**src/rtl/ex_wb_sequencer.sv**
```systemverilog
// ex_wb_sequencer: turns ALU results into register-file write strobes.
// Ordinary results produce one registered write. A SWAP produces two writes
// on back-to-back cycles (low half first, then high half) and stalls
// upstream for one cycle. Overflow on ADD/SUB suppresses the write and
// raises a sticky exception that records the offending destination.
module ex_wb_sequencer #(
    parameter int DATA_W = 16,
    parameter int ADDR_W = 4
) (
    input  logic                  clk,
    input  logic                  reset,
    input  logic                  in_valid,
    output logic                  in_ready,
    input  logic [2*DATA_W-1:0]   alu_result,
    input  logic                  alu_overflow,
    input  logic [2:0]            alu_op,
    input  logic                  reg_write,
    input  logic [ADDR_W-1:0]     rd_lo,
    input  logic [ADDR_W-1:0]     rd_hi,
    input  logic                  flush,
    input  logic                  exc_clear,
    output logic                  wb_en,
    output logic [ADDR_W-1:0]     wb_addr,
    output logic [DATA_W-1:0]     wb_data,
    output logic                  exc,
    output logic [ADDR_W-1:0]     exc_rd
);

    localparam logic [2:0] OP_ADD  = 3'b000;
    localparam logic [2:0] OP_SUB  = 3'b001;
    localparam logic [2:0] OP_SWAP = 3'b011;

    typedef enum logic {
        IDLE   = 1'b0,
        SECOND = 1'b1
    } state_t;

    state_t                state_reg, state_next;
    logic                  wb_en_reg, wb_en_next;
    logic [ADDR_W-1:0]     wb_addr_reg, wb_addr_next;
    logic [DATA_W-1:0]     wb_data_reg, wb_data_next;
    logic                  exc_reg, exc_next;
    logic [ADDR_W-1:0]     exc_rd_reg, exc_rd_next;
    logic [ADDR_W-1:0]     hi_addr_reg, hi_addr_next;
    logic [DATA_W-1:0]     hi_data_reg, hi_data_next;

    logic                  accept;
    logic                  arith_op;
    logic                  ovf_hit;

    // Upstream may only hand over a result while no second write is pending.
    assign in_ready = (state_reg == IDLE);
    assign wb_en    = wb_en_reg;
    assign wb_addr  = wb_addr_reg;
    assign wb_data  = wb_data_reg;
    assign exc      = exc_reg;
    assign exc_rd   = exc_rd_reg;

    // Handshake qualification; overflow only counts for writing ADD/SUB results.
    always_comb begin
        accept   = in_valid & in_ready & ~flush;
        arith_op = (alu_op == OP_ADD) || (alu_op == OP_SUB);
        ovf_hit  = accept & reg_write & alu_overflow & arith_op;
    end

    // Next-state, write strobe, SWAP buffer and sticky exception.
    always_comb begin
        state_next   = state_reg;
        wb_en_next   = 1'b0;
        wb_addr_next = wb_addr_reg;
        wb_data_next = wb_data_reg;
        exc_next     = exc_reg;
        exc_rd_next  = exc_rd_reg;
        hi_addr_next = hi_addr_reg;
        hi_data_next = hi_data_reg;

        // A new overflow wins over a simultaneous clear.
        if (exc_clear) begin
            exc_next = 1'b0;
        end
        if (ovf_hit) begin
            exc_next    = 1'b1;
            exc_rd_next = rd_lo;
        end

        case (state_reg)
            IDLE: begin
                if (accept && reg_write && !ovf_hit) begin
                    wb_en_next   = 1'b1;
                    wb_addr_next = rd_lo;
                    wb_data_next = alu_result[DATA_W-1:0];
                    if (alu_op == OP_SWAP) begin
                        state_next   = SECOND;
                        hi_addr_next = rd_hi;
                        hi_data_next = alu_result[2*DATA_W-1:DATA_W];
                    end
                end
            end
            SECOND: begin
                // Flush here cancels the pending high-half write.
                state_next = IDLE;
                if (!flush) begin
                    wb_en_next   = 1'b1;
                    wb_addr_next = hi_addr_reg;
                    wb_data_next = hi_data_reg;
                end
            end
            default: begin
                state_next = IDLE;
            end
        endcase
    end

    // State and output registers; reset overrides everything else.
    always_ff @(posedge clk) begin
        if (reset) begin
            state_reg   <= IDLE;
            wb_en_reg   <= 1'b0;
            wb_addr_reg <= '0;
            wb_data_reg <= '0;
            exc_reg     <= 1'b0;
            exc_rd_reg  <= '0;
            hi_addr_reg <= '0;
            hi_data_reg <= '0;
        end else begin
            state_reg   <= state_next;
            wb_en_reg   <= wb_en_next;
            wb_addr_reg <= wb_addr_next;
            wb_data_reg <= wb_data_next;
            exc_reg     <= exc_next;
            exc_rd_reg  <= exc_rd_next;
            hi_addr_reg <= hi_addr_next;
            hi_data_reg <= hi_data_next;
        end
    end

endmodule
```
**config.mk**
```make
export PLATFORM = sky130hd
export DESIGN_NAME = ex_wb_sequencer
export DESIGN_NICKNAME = d
export VERILOG_FILES = /design/src/rtl/ex_wb_sequencer.sv
export SDC_FILE = /design/constraint.sdc
export NUM_CORES = 1
export LEC_CHECK = 0
export BUFFER_PORTS_ARGS = -buffer_cell sky130_fd_sc_hd__buf_2
export CAP_MARGIN = 20
export CORE_ASPECT_RATIO = 0.6
export CORE_MARGIN = 2
export CORE_UTILIZATION = 40
export CTS_CLUSTER_DIAMETER = 50
export DETAILED_ROUTE_END_ITERATION = 8
export PLACE_DENSITY = 0.66
export SLEW_MARGIN = 5
export SYNTH_ARGS = -nofsm -noshare
export SYNTH_HDL_FRONTEND = slang
export SYNTH_SLANG_ARGS = --single-unit
```
**constraint.sdc**
```tcl
create_clock -name clk -period 2.1 [get_ports clk]
set_input_delay 0.105 -clock clk [delete_from_list [all_inputs] [get_ports clk]]
set_output_delay 0.105 -clock clk [all_outputs]
set_load 0.02 [all_outputs]
```
==> results.md <==
Outcome:
- The flow ran to the end, and the final reports show no timing, DRC or antenna violations.

Route:
- The routed via count is 1,955.
- The total detailed-routing wirelength is roughly 6000 um.
- The via density per instance is 5.523.
- After detailed routing, the average wire length per cell comes to 16.92 um.
- The length of the first detailed-routing pass in iterations is 4.
- The residual DRC count is 0.
- The post-detailed-route count of antenna-violating nets is 0.
- After the first detailed-routing iteration, the DRC count stood at 76.

Clocking:
- The cell chosen for the clock root is sky130_fd_sc_hd__clkbuf_8.
- The clock transition at the registers of the reported paths is 0.09 ns.
- After clock tree synthesis, the flow added hold-fix buffers numbering 0.
- The clock tree from TritonCTS is done.
- The number of clock buffers inserted by TritonCTS is 5.
- The clock passes through at most 2 buffers.
- The post-CTS setup repair buffer count is 0.
- The clock latency at the later pin of the worst-skew pair is around 0.31 ns.
- The number of gates resized after CTS was 0.
- The number of sinks on the clock net is 47.
- The H-tree was split into 2 levels.

Global route:
- The all-layer global routing usage is between 20% and 30%.
- The initial antenna violation count is 0.
- Entering global routing, the biggest net connects 48 pins.
- The overflow left after global routing is 0.
- The global-route wire length before repair is approximately 9400 um.
- The number of global-route vias before repair came to about 1,800.

Worst hold path:
- The kind of path behind the tightest hold check is in2reg.

Placement:
- Detailed placement ended at an HPWL of 4016 um.
- The total instance count after detailed placement is 345.
- The post-placement worst setup slack is 0.2725 ns.
- Port buffering added between 70 and 80 buffers.
- In this run the cell area measured after placement is 2624 um2.
- The global placement routability congestion is 0.7695.

Floorplanning:
- The initial standard-cell utilization of the core is 42.64%.
- The number of core rows is 20.
- The horizontal die dimension is approximately 100 um.
- The floorplan step defined a die boundary enclosing 6180 um2.
- The area inside the core boundary is 5205 um2.
- The I/O pin count is 77.
- The die height is about 62 um.

Pwr:
- The total power after layout is roughly 1.9 mW.
- The logic gate share of total power is 13.4%.
- The internal portion of the total power is 1.406 mW.
- In this run the static leakage power is between 1 and 1.5 nW.
- Net switching is 25.77% of the power.
- The clock network fraction of design power is 37.3%.
- The power density relative to cell area is 685.9 nW/um2.
- For this design the total switching power over the nets is 0.4881 mW.
- The relative contribution of sequential cells to total power is 49.2%.
- The peak ir drop on the vdd network is around 0.0003 V.

Worst setup path:
- The critical path is of the reg2reg type.
- The category of the worst setup path launch point is a flip-flop.
- For the worst setup path, the data arrival time is 1.88 ns.
- In this design, the stage delay of the slowest critical-path cell is between 0.3 and 0.4 ns.
- Of all nets on the critical path, the largest fanout is 23.
- In this design, the critical path's most frequently occurring cell is sky130_fd_sc_hd__buf_4.
- The worst setup path is captured at a flip-flop.
- Together, buffers and inverters on the worst path number 3.
- The required time of the worst setup path is about 2.3 ns.
- On the critical path the largest part of the delay comes from buffers and inverters.
- The slowest cell on the critical path is sky130_fd_sc_hd__o22ai_2.
- Walking the worst path, the cells encountered are buf_4, inv_1, o22ai_2, buf_4, a211oi_1.

Final layout:
- Fill cells in the final layout number 517.
- The finished cells cover ~2800 um2.
- Of the cells placed in the final design, the portion with a size suffix greater than 1 is 45.49%.
- For this run, the post-layout net count is ~340.
- The antenna cell count is 0.
- The finished layout holds approximately 350 standard cells, fillers aside.
- The final cell utilization of the core is 53.05%.
- The area growth from synthesis to final layout is 24.41%.

Synthesis:
- After synthesis, the most frequently instantiated cells are sky130_fd_sc_hd__dfxtp_1 (47), sky130_fd_sc_hd__a211oi_2 (31), sky130_fd_sc_hd__a21oi_1 (25), sky130_fd_sc_hd__nand3_1 (24), sky130_fd_sc_hd__o21ai_1 (21).
- The number of synthesized register bits is 47.
- For this run, the leading register cell type out of synthesis is sky130_fd_sc_hd__dfxtp_1.
- The cell count after synthesis came out at 219.
- The fraction of registers with async set or reset after synthesis is 0%.
- Counting every net in the synthesized netlist gives 269.
- The number of distinct library cells after synthesis is 24.
- The post-synthesis area per instance is 10.14 um2.
- The cell area after technology mapping is 2220 um2.
- Summing the sequential cell areas from Yosys gives 42.39% of the chip area.
- The number of flops mapped to enable cells by yosys is 0.
- The most common cell in the netlist is sky130_fd_sc_hd__dfxtp_1.
- The leading area contributor after synthesis is sky130_fd_sc_hd__dfxtp_1.
- The count of synthesis-stage warnings from yosys is 0.
- The area share of the largest cell type after synthesis is 42.39%.
- After synthesis, the cell types taking the most area are sky130_fd_sc_hd__dfxtp_1 (42%), sky130_fd_sc_hd__a211oi_2 (17%), sky130_fd_sc_hd__mux2i_1 (9.0%).

Timing:
- The post-route minimum period is 1.702 ns.
- The final max-slew violation count came to 0.
- The worst-case hold slack is 0.03736 ns.
- The final critical-path setup slack is 0.3982 ns.
- The hold violation count in the final report is 0.
- The achievable frequency is 0.5876 GHz.
- Setup violations remaining at the end of the flow were counted as 0.
- Setup total negative slack on the finished layout was measured at 0 ns.
- Setup repair after global routing left no endpoint under its margin.
- The final clock period utilization by the worst path is 81.04%.
- The clock skew after layout is around 0.0054 ns.
- Measured against its own limit, the worst slew margin works out to 51.79%.
- The transition at the pin with the smallest max-transition slack is 0.7231 ns.

Flow run:
- The max-capacitance violation count is 0.
[layer usage]
layer  track usage [%]  vias to the layer above  share of wire, %
met3             4.586                        4               5.3
met2             29.34                       59                41
li1                  -                      954                 -
met5                 0                        -                 0
met1             29.70                      938                53
met4             5.871                        0               1.0
[worst min-delay path: stages]
cell and delay (ns):
sky130_fd_sc_hd__buf_2 0.10, sky130_fd_sc_hd__nand3_1 0.05, sky130_fd_sc_hd__a21oi_1 0.05
[area by class of cell]
class,instances,area (um2),area share (%)
Clock inverter,2,35.03,1.269
Inverter,1,3.754,0.1359
Tap cell,66,82.58,2.990
Timing Repair Buffer,87,475.5,17.22
Multi-Input combinational cell,145,1141,41.32
Clock buffer,6,82.58,2.990
Sequential cell,47,940.9,34.07
[layout by cell type (no fill, tap or decap)]
cell,instances
sky130_fd_sc_hd__dfxtp_1,47
sky130_fd_sc_hd__and4bb_2,1
sky130_fd_sc_hd__a21oi_1,25
sky130_fd_sc_hd__clkbuf_8,6
sky130_fd_sc_hd__o22ai_2,1
sky130_fd_sc_hd__nand3_1,24
sky130_fd_sc_hd__and3b_1,1
sky130_fd_sc_hd__a211oi_1,9
sky130_fd_sc_hd__nand3b_1,1
sky130_fd_sc_hd__nor3_1,1
sky130_fd_sc_hd__a211oi_2,31
sky130_fd_sc_hd__inv_1,1
sky130_fd_sc_hd__clkinv_2,1
sky130_fd_sc_hd__buf_4,10
sky130_fd_sc_hd__buf_2,76
sky130_fd_sc_hd__buf_12,1
sky130_fd_sc_hd__or3b_1,1
sky130_fd_sc_hd__mux2i_1,20
sky130_fd_sc_hd__nor3b_2,1
sky130_fd_sc_hd__nor2b_2,1
sky130_fd_sc_hd__nor2_1,1
sky130_fd_sc_hd__o21ai_0,3
sky130_fd_sc_hd__bufinv_16,1
sky130_fd_sc_hd__nor2b_1,2
sky130_fd_sc_hd__nand4bb_4,1
sky130_fd_sc_hd__o21ai_1,21
[cells by family (layout without fill, tap and decap cells)]
group,Yosys count,count (layout),share of synthesized area [%]
flops,47,47,42.39
compound gates,90,90,31.85
simple gates,35,35,10.15
mux,20,20,9.019
buf+inv,27,96,6.595
[power by group through the flow]
| stage | Sequential, mW | Clock, mW | Combinational (mW) |
|---|---|---|---|
| 6_report | 0.933 | 0.707 | 0.254 |
| 5_1_grt | 0.935 | 0.754 | 0.275 |
| 4_1_cts | 0.932 | 0.718 | 0.252 |
| 3_5_place_dp | 0.952 | 0 | 0.251 |
| 3_3_place_gp | 0.953 | 0 | 0.248 |
| 2_1_floorplan | 0.976 | 0 | 0.129 |
[worst paths after layout]
kind	from	endpoint	slack [ns]	cells past startpoint
max	state_reg$_SDFF_PP0_	wb_addr[0]$_SDFFE_PP0P_	0.40	5
min	alu_result[29]	hi_data_reg[13]$_SDFFE_PP0P_	0.04	3
max reg2reg	state_reg$_SDFF_PP0_	wb_addr[0]$_SDFFE_PP0P_	0.40	5
min reg2reg	hi_addr_reg[1]$_SDFFE_PP0P_	hi_addr_reg[1]$_SDFFE_PP0P_	0.48	2
(Power assumes the default switching activity.)
